[src/rtl/cq_issue_select_if.sv]
// Dequeue-side bundle between the condition-queue entry array, the issue stage and the dispatch port.
// The master modport is the select block; the slave modport is its environment.
interface cq_issue_select_if #(
   parameter int unsigned NUM_ENTRIES = 8,
   parameter int unsigned DATA_WIDTH  = 32,
   parameter int unsigned INDEX_WIDTH = 4
);
   localparam int unsigned ID_WIDTH = $clog2(NUM_ENTRIES);

   logic                               alloc_valid;
   logic [ID_WIDTH-1:0]                alloc_id;
   logic [NUM_ENTRIES-1:0]             entry_ready_vec;
   logic [NUM_ENTRIES*DATA_WIDTH-1:0]  entry_data_flat;
   logic [NUM_ENTRIES*INDEX_WIDTH-1:0] entry_index_flat;
   logic                               flush;
   logic                               issue_valid;
   logic                               issue_ready;
   logic [DATA_WIDTH-1:0]              issue_data;
   logic [INDEX_WIDTH-1:0]             issue_index;
   logic [ID_WIDTH-1:0]                issue_entry_id;
   logic [NUM_ENTRIES-1:0]             clear_entry_vec;
   logic [31:0]                        perf_issue_cnt;
   logic [31:0]                        perf_stall_cnt;

   modport master (
      input  alloc_valid, alloc_id, entry_ready_vec, entry_data_flat, entry_index_flat, flush,
             issue_ready,
      output issue_valid, issue_data, issue_index, issue_entry_id, clear_entry_vec,
             perf_issue_cnt, perf_stall_cnt
   );

   modport slave (
      output alloc_valid, alloc_id, entry_ready_vec, entry_data_flat, entry_index_flat, flush,
             issue_ready,
      input  issue_valid, issue_data, issue_index, issue_entry_id, clear_entry_vec,
             perf_issue_cnt, perf_stall_cnt
   );
endinterface

[src/rtl/cq_issue_select.sv]
// Oldest-ready entry select into a registered valid/ready issue stage with one-hot clear on accept.
// Define CQ_SELECT_PERF_EN to build the issue/stall performance counters.
module cq_issue_select #(
   parameter int unsigned NUM_ENTRIES = 8,
   parameter int unsigned DATA_WIDTH  = 32,
   parameter int unsigned INDEX_WIDTH = 4
) (
   input  logic              clock_i,
   input  logic              reset_ni,
   cq_issue_select_if.master io
);
   localparam int unsigned IdW = $clog2(NUM_ENTRIES);

   // age_q[i][j] set means entry i is older than entry j
   logic [NUM_ENTRIES-1:0] age_q [NUM_ENTRIES];
   logic [NUM_ENTRIES-1:0] age_d [NUM_ENTRIES];

   logic                   valid_q;
   logic [DATA_WIDTH-1:0]  data_q;
   logic [INDEX_WIDTH-1:0] index_q;
   logic [IdW-1:0]         id_q;

   logic [NUM_ENTRIES-1:0] held, cand, sel, clear;
   logic                   found, load, accept;
   logic [IdW-1:0]         sel_id;
   logic [DATA_WIDTH-1:0]  sel_data;
   logic [INDEX_WIDTH-1:0] sel_index;

   always_comb begin
      held = '0;
      if (valid_q) held[id_q] = 1'b1;
      cand = io.entry_ready_vec & ~held;
      for (int unsigned i = 0; i < NUM_ENTRIES; i++) begin
         sel[i] = cand[i];
         for (int unsigned j = 0; j < NUM_ENTRIES; j++) begin
            if (j != i && cand[j] && age_q[j][i]) sel[i] = 1'b0;
         end
      end
      // Several winners only exist before ordering is established; lowest id takes it
      found     = 1'b0;
      sel_id    = '0;
      sel_data  = '0;
      sel_index = '0;
      for (int i = int'(NUM_ENTRIES) - 1; i >= 0; i--) begin
         if (sel[i]) begin
            found     = 1'b1;
            sel_id    = IdW'(i);
            sel_data  = io.entry_data_flat[i*DATA_WIDTH +: DATA_WIDTH];
            sel_index = io.entry_index_flat[i*INDEX_WIDTH +: INDEX_WIDTH];
         end
      end
   end

   always_comb begin
      accept = valid_q & io.issue_ready & ~io.flush;
      load   = ~valid_q | io.issue_ready;
      for (int unsigned i = 0; i < NUM_ENTRIES; i++) begin
         clear[i] = accept & (id_q == IdW'(i));
      end
   end

   always_comb begin
      for (int unsigned i = 0; i < NUM_ENTRIES; i++) begin
         age_d[i] = age_q[i];
         if (io.alloc_valid) begin
            if (io.alloc_id == IdW'(i)) age_d[i] = '0;
            else age_d[i][io.alloc_id] = 1'b1;
         end
      end
   end

   always_ff @(posedge clock_i or negedge reset_ni) begin
      if (!reset_ni) begin
         age_q   <= '{default: '0};
         valid_q <= 1'b0;
         data_q  <= '0;
         index_q <= '0;
         id_q    <= '0;
      end else begin
         age_q <= age_d;
         if (io.flush) begin
            valid_q <= 1'b0;
         end else if (load) begin
            valid_q <= found;
            if (found) begin
               data_q  <= sel_data;
               index_q <= sel_index;
               id_q    <= sel_id;
            end
         end
      end
   end

   assign io.issue_valid     = valid_q;
   assign io.issue_data      = data_q;
   assign io.issue_index     = index_q;
   assign io.issue_entry_id  = id_q;
   assign io.clear_entry_vec = clear;

`ifdef CQ_SELECT_PERF_EN
   logic [31:0] issue_cnt_q, stall_cnt_q;

   always_ff @(posedge clock_i or negedge reset_ni) begin
      if (!reset_ni) begin
         issue_cnt_q <= '0;
         stall_cnt_q <= '0;
      end else begin
         if (accept) issue_cnt_q <= issue_cnt_q + 32'd1;
         if (valid_q && !io.issue_ready) stall_cnt_q <= stall_cnt_q + 32'd1;
      end
   end

   assign io.perf_issue_cnt = issue_cnt_q;
   assign io.perf_stall_cnt = stall_cnt_q;
`else
   assign io.perf_issue_cnt = '0;
   assign io.perf_stall_cnt = '0;
`endif
endmodule

[src/flat_wrapper.sv]
// flat-port wrapper written by rule: the top's interface ports become plain ports
module cq_issue_select_flat 
#(
   parameter int unsigned NUM_ENTRIES = 8,
   parameter int unsigned DATA_WIDTH  = 32,
   parameter int unsigned INDEX_WIDTH = 4
)
  (clock_i, reset_ni, io_alloc_valid, io_alloc_id, io_entry_ready_vec, io_entry_data_flat, io_entry_index_flat, io_flush, io_issue_ready, io_issue_valid, io_issue_data, io_issue_index, io_issue_entry_id, io_clear_entry_vec, io_perf_issue_cnt, io_perf_stall_cnt);
  cq_issue_select_if #(.NUM_ENTRIES(NUM_ENTRIES), .DATA_WIDTH(DATA_WIDTH), .INDEX_WIDTH(INDEX_WIDTH)) io_i ();
  input  logic clock_i;
  input  logic reset_ni;
  input wire logic [$bits(io_i.alloc_valid)-1:0] io_alloc_valid;
  input wire logic [$bits(io_i.alloc_id)-1:0] io_alloc_id;
  input wire logic [$bits(io_i.entry_ready_vec)-1:0] io_entry_ready_vec;
  input wire logic [$bits(io_i.entry_data_flat)-1:0] io_entry_data_flat;
  input wire logic [$bits(io_i.entry_index_flat)-1:0] io_entry_index_flat;
  input wire logic [$bits(io_i.flush)-1:0] io_flush;
  input wire logic [$bits(io_i.issue_ready)-1:0] io_issue_ready;
  output wire logic [$bits(io_i.issue_valid)-1:0] io_issue_valid;
  output wire logic [$bits(io_i.issue_data)-1:0] io_issue_data;
  output wire logic [$bits(io_i.issue_index)-1:0] io_issue_index;
  output wire logic [$bits(io_i.issue_entry_id)-1:0] io_issue_entry_id;
  output wire logic [$bits(io_i.clear_entry_vec)-1:0] io_clear_entry_vec;
  output wire logic [$bits(io_i.perf_issue_cnt)-1:0] io_perf_issue_cnt;
  output wire logic [$bits(io_i.perf_stall_cnt)-1:0] io_perf_stall_cnt;
  assign io_i.alloc_valid = io_alloc_valid;
  assign io_i.alloc_id = io_alloc_id;
  assign io_i.entry_ready_vec = io_entry_ready_vec;
  assign io_i.entry_data_flat = io_entry_data_flat;
  assign io_i.entry_index_flat = io_entry_index_flat;
  assign io_i.flush = io_flush;
  assign io_i.issue_ready = io_issue_ready;
  assign io_issue_valid = io_i.issue_valid;
  assign io_issue_data = io_i.issue_data;
  assign io_issue_index = io_i.issue_index;
  assign io_issue_entry_id = io_i.issue_entry_id;
  assign io_clear_entry_vec = io_i.clear_entry_vec;
  assign io_perf_issue_cnt = io_i.perf_issue_cnt;
  assign io_perf_stall_cnt = io_i.perf_stall_cnt;
  cq_issue_select #(.NUM_ENTRIES(NUM_ENTRIES), .DATA_WIDTH(DATA_WIDTH), .INDEX_WIDTH(INDEX_WIDTH)) u_core (.clock_i(clock_i), .reset_ni(reset_ni), .io(io_i));
endmodule
[config.mk]
export PLATFORM = sky130hd
export DESIGN_NAME = cq_issue_select_flat
export DESIGN_NICKNAME = d
export VERILOG_FILES = /design/src/rtl/cq_issue_select_if.sv /design/src/rtl/cq_issue_select.sv /design/src/flat_wrapper.sv
export SDC_FILE = /design/constraint.sdc
export NUM_CORES = 1
export LEC_CHECK = 0
export BUFFER_PORTS_ARGS = -buffer_cell sky130_fd_sc_hd__buf_2
export CORE_AREA = 2 2 161 163
export DETAILED_ROUTE_END_ITERATION = 16
export DIE_AREA = 0 0 163 165
export HOLD_SLACK_MARGIN = 0.15
export SLEW_MARGIN = 25
export SYNTH_ARGS = -nofsm -noshare
export SYNTH_HDL_FRONTEND = slang
export SYNTH_SLANG_ARGS = --single-unit
[constraint.sdc]
create_clock -name clock_i -period 4 [get_ports clock_i]
set_input_delay 0.4 -clock clock_i [delete_from_list [all_inputs] [get_ports clock_i]]
set_output_delay 0.4 -clock clock_i [all_outputs]
set_load 0.05 [all_outputs]
==> impl_metrics.tcl, run 1 <==
set metrics [dict create \
    syn-cell-area_mm2 0.00677 \
    die_w_um 163 \
    synth_mux_area_share_pct 0 \
    worst-path-buf-inv 1 \
    netSwitchingPower_mw 2.70 \
    fin_crit_sh_pct 86.5 \
    wire_per_inst_um 21.7 \
    power_mw 5.34 \
    grt_pass1_vias 7277 \
    cts_setup_buffers 0 \
    num_rows 58 \
    synth-seq-cells 96 \
    die_h_um 165 \
    ff2ff_path_depth 9 \
    port_buffers 351 \
    hold_depth 3 \
    fill_cells 2669 \
    timing.slew.headroom_pct 31.1 \
    clock-root-buffer "clkbuf_16" \
    ys_seq_area_share_pct 35.5 \
    post-route-drc-count 0 \
    critPathCaptureType "flip-flop" \
    vdd_drop_max_mv 0.255 \
    clock_latency_ns 0.36 \
    period_minus_slack_ns 3.46 \
    worst_pin_slew_ns 1.03 \
    synth_compound_area_share_pct 30.7 \
    ctsHoldBuffers 0 \
    power.density_mw_per_mm2 599 \
    cts_tree "yes" \
    firstDrtPassIters 9 \
    final_area_mm2 0.00891 \
    num-nets-final 1421 \
    grt_use_total_pct 21.7 \
    fin_skew_ns 0.0137 \
    fmaxAchievable_ghz 0.289 \
    maxCapViolCount 0 \
    drv_slew 0 \
    async_reset_ff_share_pct 100 \
    ys_types 57 \
    pin_count 416 \
    cpLargestDelayFamily "simple AND/OR/NAND/NOR gates" \
    cts_buffer_depth 2 \
    path_max_fanout 39 \
    drtIter0Drc 1175 \
    coreArea_mm2 0.0250 \
    yosysWarnings 0 \
    crit_arrival_ns 3.71 \
    cts_resized 0 \
    rrSetupSlack_ns 0.54 \
    critPathKind "flip-flop to flip-flop" \
    cts.clk_slew.worst_paths_ns 0.09 \
    cpMaxStageDelayCell "and4_4" \
    num_antenna_cells 0 \
    syn_area_per_cell_um2 8.36 \
    synth-xor-area-share_pct 0 \
    min_path_type "primary input to flip-flop" \
    path_depth 9 \
    status "completed" \
    antenna_found_initial 3 \
    wl_um 31500 \
    switching_share_pct 50.5 \
    finalHoldViolCount 0 \
    synth_enable_flop_cells 0 \
    htree_levels 3 \
    ant_nets 0 \
    fin_tns_setup_ns 0 \
    grt_pass1_wl_um 44100 \
    drive_gt1_share_pct 37.8 \
    synth_top_family_by_area "compound AO/OA/AOI/OAI gates" \
    pwr-share-comb_pct 53.3 \
    p_leak_nw 4.27 \
    setup_viol 0 \
    place_area_mm2 0.00857 \
    synth-simple-area-share_pct 21.0 \
    pwr-share-clk_pct 18.1 \
    initial_core_util_pct 27.0 \
    cpPeakStageDelay_ns 0.67 \
    dp_hpwl_um 22800 \
    gp_congestion 0.921 \
    syn_inst 810 \
    synthFlopType "dfrtp_1" \
    cts_buffers 9 \
    cts.sinks 96 \
    area_growth_pct 31.6 \
    power_frac_seq_pct 28.6 \
    vias 7879 \
    p_int_mw 2.64 \
    worstPathRequired_ns 4.25 \
    die_area_mm2 0.0269 \
    overflow 0 \
    synthAdderAreaFrac_pct 0 \
    crit_path_cell_trace "nand4b_1 > and2_1 > a221oi_1 > and4_4 > nor2b_4 > buf_4 > a222oi_1 > a21oi_1 > a221o_1" \
    vias_per_cell 5.43 \
    rsz0062_at_grt "false" \
    startpoint_type "flip-flop" \
    grt_max_degree 76 \
]
==> synthesized netlist by cell type, drive strengths merged, types with 3 or more instances <==
| library cell | number | area, µm² |
|---|---|---|
| and3 | 3 | 18.8 |
| nand2 | 67 | 254 |
| a222oi | 36 | 360 |
| a31oi | 35 | 219 |
| a22oi | 40 | 300 |
| a221oi | 7 | 73.8 |
| nand3 | 7 | 35.0 |
| a21oi | 39 | 195 |
| nor3 | 5 | 30.0 |
| clkbuf | 40 | 150 |
| buf | 98 | 704 |
| dfrtp | 96 | 2400 |
| o221ai | 36 | 378 |
| and4 | 4 | 37.5 |
| o22ai | 4 | 25.0 |
| nand4b | 3 | 26.3 |
| a221o | 37 | 370 |
| nand4 | 3 | 25.0 |
| nand2b | 6 | 45.0 |
| o211ai | 4 | 35.0 |
| and2 | 9 | 58.8 |
| nor2b | 6 | 45.0 |
| nor2 | 200 | 751 |
==> worst register-to-register path, cell delays in order (launching register included) <==
cell and delay (ns):
dfrtp_1 0.53, nand4b_1 0.27, and2_1 0.30, a221oi_1 0.33, and4_4 0.67, nor2b_4 0.16
buf_4 0.29, a222oi_1 0.39, a21oi_1 0.12, a221o_1 0.30
==> final timing paths <==
path	start	end
worst max-delay path	u_core.io.issue_entry_id[2]$_DFFE_PN0P_	u_core.io.issue_data[24]$_DFFE_PN0P_
worst min-delay path	io_flush	u_core.io.issue_valid$_DFFE_PN0P_
worst max register to register	u_core.io.issue_entry_id[2]$_DFFE_PN0P_	u_core.io.issue_data[24]$_DFFE_PN0P_
worst min register to register	u_core.io.issue_data[10]$_DFFE_PN0P_	u_core.io.issue_data[10]$_DFFE_PN0P_
max in group asynchronous	reset_ni	u_core.io.issue_data[18]$_DFFE_PN0P_
min in group asynchronous	reset_ni	u_core.age_q[10]$_DFFE_PN0P_
==> state kept, by name (all words and copies together), names as in the netlist <==
register,count
u_core.age_q,56
u_core.io.issue_data,32
u_core.io.issue_entry_id,3
u_core.io.issue_index,4
u_core.io.issue_valid,1
==> power by group through the flow <==
stage               registers (mW)  logic, mW  clock network [mW]
floorplan                     2.14       1.42                   0
global placement              1.54       2.82                   0
detailed placement            1.53       2.84                   0
CTS                           1.52       2.85               0.984
global route                  1.57       3.02                1.03
finish                        1.53       2.84               0.965
==> cells by family (layout without fill, tap and decap cells) <==
kind of cell / after synthesis / in the layout
AO/OA/AOI/OAI: 250 / 250
buffers and inverters: 140 / 389
flip-flops: 96 / 96
other: 1 / 64
AND/OR/NAND/NOR: 323 / 323
==> per-layer routing <==
layer	GRT usage, %	vias to the layer above	share of wire (%)
met5	0	-	0.086
met4	6.56	4	1.6
met3	4.39	39	9.0
met2	35.7	530	48
met1	28.8	3783	41
li1	-	3523	-
==> per-stage QoR <==
stage	worst slack (ns)	hold WS, ns	util, %	std cells
final	0.542	0.315	35.6	1452
after global routing	0.381	0.325	35.6	1452
after CTS	0.585	0.240	35.5	1451
after detailed placement	0.602	0.481	34.2	1435
after global placement	0.632	0.473	34.2	1435
after floorplan	0.906	0.104	-	873
==> cell usage in the layout (no fill, tap or decap), types with 5 or more instances in the layout <==
cell type,instances
a21oi_1,39
a221o_1,37
a221oi_1,5
a222oi_1,36
a22oi_1,40
a31oi_1,35
and2_1,7
buf_2,350
buf_4,15
clkbuf_16,9
conb_1,64
dfrtp_1,96
nand2_1,66
nand2b_1,5
nand3_1,7
nor2_1,197
o221ai_1,26
o221ai_2,10
==> final cells by class <==
| type | count | area, µm² | share of cell area, % |
|---|---|---|---|
| inverter | 2 | 7.51 | 0.0842 |
| clock inverter | 7 | 98.8 | 1.11 |
| tap | 330 | 413 | 4.63 |
| multi-input combinational | 637 | 3800 | 42.6 |
| timing repair buffer | 371 | 1970 | 22.1 |
| sequential | 96 | 2400 | 27.0 |
| clock buffer | 9 | 225 | 2.53 |
Power figures use the tool's default switching activity.
==> inputs of run 2 (changes only) <==
--- a/config.mk
+++ b/config.mk
@@ -11,5 +11,5 @@
 export DIE_AREA = 0 0 163 165
 export HOLD_SLACK_MARGIN = 0.15
-export SLEW_MARGIN = 25
+export SLEW_MARGIN = 40
 export SYNTH_ARGS = -nofsm -noshare
 export SYNTH_HDL_FRONTEND = slang
==> constraint.sdc (replaced) <==
create_clock -name clock_i -period 3.2 [get_ports clock_i]
set_input_delay 0.64 -clock clock_i [delete_from_list [all_inputs] [get_ports clock_i]]
set_output_delay 0.64 -clock clock_i [all_outputs]
set_load 0.05 [all_outputs]
==> run 2 against run 1 <==
  * Sequential share of layout area decreased by 1.0 points
  * Fmax is 13% higher
  * Cell area is 4.2% higher
  * Non-clock buffer count grew 42
  * Critical path depth is 1 higher
  * Via count shrank 0.22%
  * Die area did not move
==> impl_metrics.tcl, run 2 (same netlist as run 1, synthesis figures left out) <==
set metrics [dict create \
    initial_core_util_pct 27.0 \
    place_ws_ns 0.104 \
    clock_latency_ns 0.36 \
    num-nets-final 1463 \
    mostFrequentLayoutCell "buf_2" \
    setup_viol 0 \
    critPathCaptureType "flip-flop" \
    timing.slew.headroom_pct 58.1 \
    worst_pin_slew_ns 0.628 \
    worstPathRequired_ns 3.44 \
    vias 7862 \
    wl_um 31500 \
    die_h_um 165 \
    drtIter0Drc 927 \
    rsz0062_at_grt "false" \
    cpLargestDelayFamily "compound AO/OA/AOI/OAI gates" \
    dp_hpwl_um 23600 \
    grt_max_degree 45 \
    critPathKind "flip-flop to flip-flop" \
    cts.sinks 96 \
    vdd_drop_max_mv 0.312 \
    grt_pass1_wl_um 43200 \
    power.density_mw_per_mm2 740 \
    fmaxAchievable_ghz 0.327 \
    port_buffers 351 \
    min_path_type "primary input to asynchronous set/reset pin" \
    drv_slew 0 \
    wire_per_inst_um 21.1 \
    gp_congestion 0.842 \
    period_minus_slack_ns 3.06 \
    cts_buffer_depth 2 \
    drive_gt1_share_pct 40.2 \
    fin_crit_sh_pct 95.6 \
    top_register "u_core.age_q" \
    firstDrtPassIters 7 \
    finalHoldViolCount 0 \
    post-route-drc-count 0 \
    cpPeakStageDelay_ns 0.49 \
    cts.clk_slew.worst_paths_ns 0.09 \
    antenna_found_initial 3 \
    timing.final.ws_setup_ns 0.140 \
    path_max_fanout 22 \
    die_w_um 163 \
    grt_use_total_pct 21.5 \
    overflow 0 \
    fin_skew_ns 0.0116 \
    die_area_mm2 0.0269 \
    htree_levels 3 \
    clock-root-buffer "clkbuf_16" \
    ctsHoldBuffers 0 \
    grt_pass1_vias 7317 \
    cpMaxStageDelayCell "a221oi_1" \
    fin_tns_setup_ns 0 \
    num_rows 58 \
    largest_reg_flops 56 \
    path_common_cell "buf_4" \
    maxCapViolCount 0 \
    startpoint_type "flip-flop" \
    area_growth_pct 37.1 \
    mostFrequentLayoutCells "buf_2, nor2_1, dfrtp_1, nand2_1, conb_1" \
    vias_per_cell 5.26 \
    worst-path-buf-inv 3 \
    crit_arrival_ns 3.30 \
    crit_path_cell_trace "nand4b_1 > and2_1 > buf_4 > a221oi_1 > nand2_2 > nand2_1 > o41ai_4 > buf_4 > buf_6 > a221o_1" \
    pin_count 416 \
    cts_buffers 9 \
    status "completed" \
    ant_nets 0 \
    p_leak_nw 4.50 \
    cts_tree "yes" \
    coreArea_mm2 0.0250 \
]
==> run 2: metal layers <==
metal / global-route usage, % / vias to the layer above / wire length, µm / share of wire [%]
li1: - / 3621 / - / -
met1: 27.9 / 3746 / 12900 / 41
met2: 36.9 / 452 / 15400 / 49
met3: 2.81 / 43 / 2410 / 7.6
met4: 7.32 / 0 / 808 / 2.6
met5: 0 / - / 0 / 0
==> run 2: final cells by class <==
type,instances,area (µm²)
Inverter,2,7.51
Antenna cell,2,5.00
Fill cell,2629,15800
Clock inverter,7,104
Timing Repair Buffer,413,2350
Tap cell,330,413
Sequential cell,96,2410
Multi-Input combinational cell,637,3770
Clock buffer,9,225
==> run 2: worst register-to-register path, cell delays in order (launching register included) <==
cell	delay [ns]
dfrtp_2	0.47
nand4b_1	0.24
and2_1	0.27
buf_4	0.17
a221oi_1	0.49
nand2_2	0.21
nand2_1	0.22
o41ai_4	0.12
buf_4	0.21
buf_6	0.18
a221o_1	0.38
==> run 2: final timing paths <==
check | startpoint | end | slack (ns) | cells past startpoint
hold reg to reg | u_core.io.issue_data[10]$_DFFE_PN0P_ | u_core.io.issue_data[10]$_DFFE_PN0P_ | 0.50 | 2
max in group asynchronous | reset_ni | u_core.age_q[40]$_DFFE_PN0P_ | 2.20 | 2
setup reg to reg | u_core.io.issue_entry_id[1]$_DFFE_PN0P_ | u_core.io.issue_data[1]$_DFFE_PN0P_ | 0.14 | 10
hold / removal | reset_ni | u_core.age_q[55]$_DFFE_PN0P_ | 0.27 | 1
min in group clock_i | u_core.io.issue_data[10]$_DFFE_PN0P_ | u_core.io.issue_data[10]$_DFFE_PN0P_ | 0.50 | 2
setup / recovery | u_core.io.issue_entry_id[1]$_DFFE_PN0P_ | u_core.io.issue_data[1]$_DFFE_PN0P_ | 0.14 | 10
==> run 2: per-stage QoR <==
stage | cell area (µm²) | utilization, % | instances | total power, mW | hold WS, ns
finish | 9280 | 37.1 | 1496 | 6.87 | 0.266
global route | 9280 | 37.1 | 1494 | 7.24 | 0.284
CTS | 9240 | 36.9 | 1491 | 6.89 | 0.274
detailed placement | 8910 | 35.6 | 1475 | 5.64 | 0.478
global placement | 8910 | 35.6 | 1475 | 5.60 | 0.473
floorplan | 7010 | - | 873 | 4.45 | 0.344
==> run 2: what timing repair did <==
item	CTS	global route
buffers inserted	0	2
endpoints found under the setup margin	0	22
endpoints found under the hold margin	0	0
resized for setup	0	5
==> run 2: report_power, final <==
| group | internal (mW) | switching [mW] |
|---|---|---|
| clock network | 0.578 | 0.625 |
| logic | 1.27 | 2.51 |
| registers | 1.60 | 0.278 |
==> inputs of run 3 (changes only) <==
- CORE_AREA: 2 2 161 163 -> 2 2 164 166
- DIE_AREA: 0 0 163 165 -> 0 0 166 168
- clock period: 3.2 -> 2.7 ns (I/O delays scaled with it)
==> run 3 against run 2 <==
  * The flow now finishes with violations (negative setup slack)
  * Clock power increased by 23%
  * Sequential power rose by 19%
  * Cell area rose by 11%
  * Critical path type unchanged
  * Critical endpoint is now u_core.io.issue_data[15]$_DFFE_PN0P_
  * Largest power group unchanged
  * Highest routed layer is now met5
==> impl_metrics.tcl, run 3 (same netlist as run 1, synthesis figures left out) <==
set metrics [dict create \
    multi_input_area_mm2 0.00409 \
    initial_core_util_pct 25.7 \
    setup_viol 38 \
    cts_buffers 9 \
    cts_tree "yes" \
    num-nets-final 1520 \
    vias_per_cell 5.18 \
    htree_levels 3 \
    path_max_fanout 14 \
    pin_count 416 \
    drtIter0Drc 945 \
    die_h_um 168 \
    worst_pin_slew_ns 0.759 \
    crit_path_cell_trace "and4bb_2 > buf_4 > o211ai_1 > a221oi_2 > and2_2 > buf_4 > a222oi_1 > buf_4 > a21oi_1 > a221o_1" \
    finalHoldViolCount 0 \
    worstPathRequired_ns 2.94 \
    rsz0062_at_grt "true" \
    mostFrequentLayoutCells "buf_2, nor2_1, dfrtp_1, buf_4" \
    fin_skew_ns 0.0158 \
    cts_buffer_depth 2 \
    fill_cells 2713 \
    ctsHoldBuffers 0 \
    mostFrequentLayoutCell "buf_2" \
    fin_crit_sh_pct 110 \
    grt_use_total_pct 21.9 \
    drive_gt1_share_pct 47.0 \
    place_ws_ns -0.308 \
    area_growth_pct 51.7 \
    coreArea_mm2 0.0264 \
    top_register "u_core.age_q" \
    die_area_mm2 0.0279 \
    largest_reg_flops 56 \
    wl_um 32600 \
    vdd_drop_max_mv 0.489 \
    violations "negative setup slack" \
    startpoint "u_core.io.issue_entry_id[2]$_DFFE_PN0P_" \
    timing.final.ws_setup_ns -0.265 \
    clock-root-buffer "clkbuf_16" \
    clock_latency_ns 0.36 \
    ff2ff_path_depth 10 \
    critPathKind "flip-flop to flip-flop" \
    startpoint_type "flip-flop" \
    cpPeakStageDelay_ns 0.59 \
    grt_pass1_wl_um 47000 \
    cts.clk_slew.worst_paths_ns 0.07 \
    wire_per_inst_um 20.8 \
    dpl.cell_count 1520 \
    post-route-drc-count 0 \
    critPathCaptureType "flip-flop" \
    maxCapViolCount 0 \
    period_minus_slack_ns 2.96 \
    vias 8116 \
    gp_congestion 0.910 \
    fin_util_pct 39.0 \
    fmaxAchievable_ghz 0.337 \
    power.density_mw_per_mm2 853 \
    crit_arrival_ns 3.20 \
    drv_slew 0 \
    firstDrtPassIters 9 \
    overflow 0 \
    num_rows 60 \
    hold_ws_ns 0.237 \
    die_w_um 166 \
    dp_hpwl_um 25000 \
    port_buffers 351 \
    cpMaxStageDelayCell "a222oi_1" \
    ant_nets 0 \
    timing.slew.headroom_pct 49.2 \
    min_path_type "primary input to asynchronous set/reset pin" \
    grt_pass1_vias 7714 \
    p_leak_nw 4.93 \
    status "finished with violations" \
    cts.sinks 96 \
    finalNonFillerCells 1568 \
    grt_max_degree 56 \
    r2r_start "u_core.io.issue_entry_id[2]$_DFFE_PN0P_" \
    regArea_mm2 0.00241 \
    path_common_cell "buf_4" \
    antenna_found_initial 8 \
]
[run 3: per-layer routing]
metal	wire (µm)	vias to the layer above	global-route usage (%)
met5	13	-	0
met3	2100	59	3.71
li1	-	3732	-
met1	13800	3921	29.0
met4	923	2	7.07
met2	15900	402	36.6
[run 3: worst max-delay path, delay by kind of cell (launching register included)]
family          cells  cell delay [ns]
flops               1             0.45
simple gates        2             0.56
compound gates      5             1.25
buf+inv             3             0.58
[run 3: worst paths after layout]
| check | end | slack (ns) |
|---|---|---|
| max | u_core.io.issue_data[15]$_DFFE_PN0P_ | -0.26 |
| min | u_core.io.issue_data[8]$_DFFE_PN0P_ | 0.24 |
| max reg2reg | u_core.io.issue_data[15]$_DFFE_PN0P_ | -0.26 |
| min reg2reg | u_core.io.issue_data[10]$_DFFE_PN0P_ | 0.49 |
| max in group asynchronous | u_core.io.issue_data[6]$_DFFE_PN0P_ | 1.69 |
| min in group clock_i | u_core.io.issue_valid$_DFFE_PN0P_ | 0.45 |
[run 3: where the power goes]
part	internal [mW]	leakage (nW)	switching, mW
combinational	1.90	3.59	3.13
sequential	1.90	1.18	0.339
clock	0.847	0.157	0.637
[run 3: repair_timing]
item                       4_1_cts  5_1_grt
gates cloned                     1        1
hold endpoints to repair         0        0
resized for setup               33       27
setup endpoints to repair       39       40
buffers inserted                16        9
pin swaps                        7       13
[run 3: cell type report]
cell class | count | share of cell area, %
well taps | 341 | 4.15
flip-flops and latches | 96 | 23.4
clock buffers | 11 | 2.36
inverters | 2 | 0.0731
repair buffers | 470 | 29.2
multi-input cells | 637 | 39.8
diodes | 6 | 0.146
clock inverters | 5 | 0.828
[run 3: per-stage QoR]
stage	total power [mW]	setup TNS, ns	cell area [µm²]
3_5_place_dp	6.92	-9.83	9410
5_1_grt	9.19	-10.35	10300
4_1_cts	8.62	-6.01	10000
3_3_place_gp	6.85	-7.27	9380
2_1_floorplan	5.36	-5.59	7190
6_report	8.76	-5.76	10300
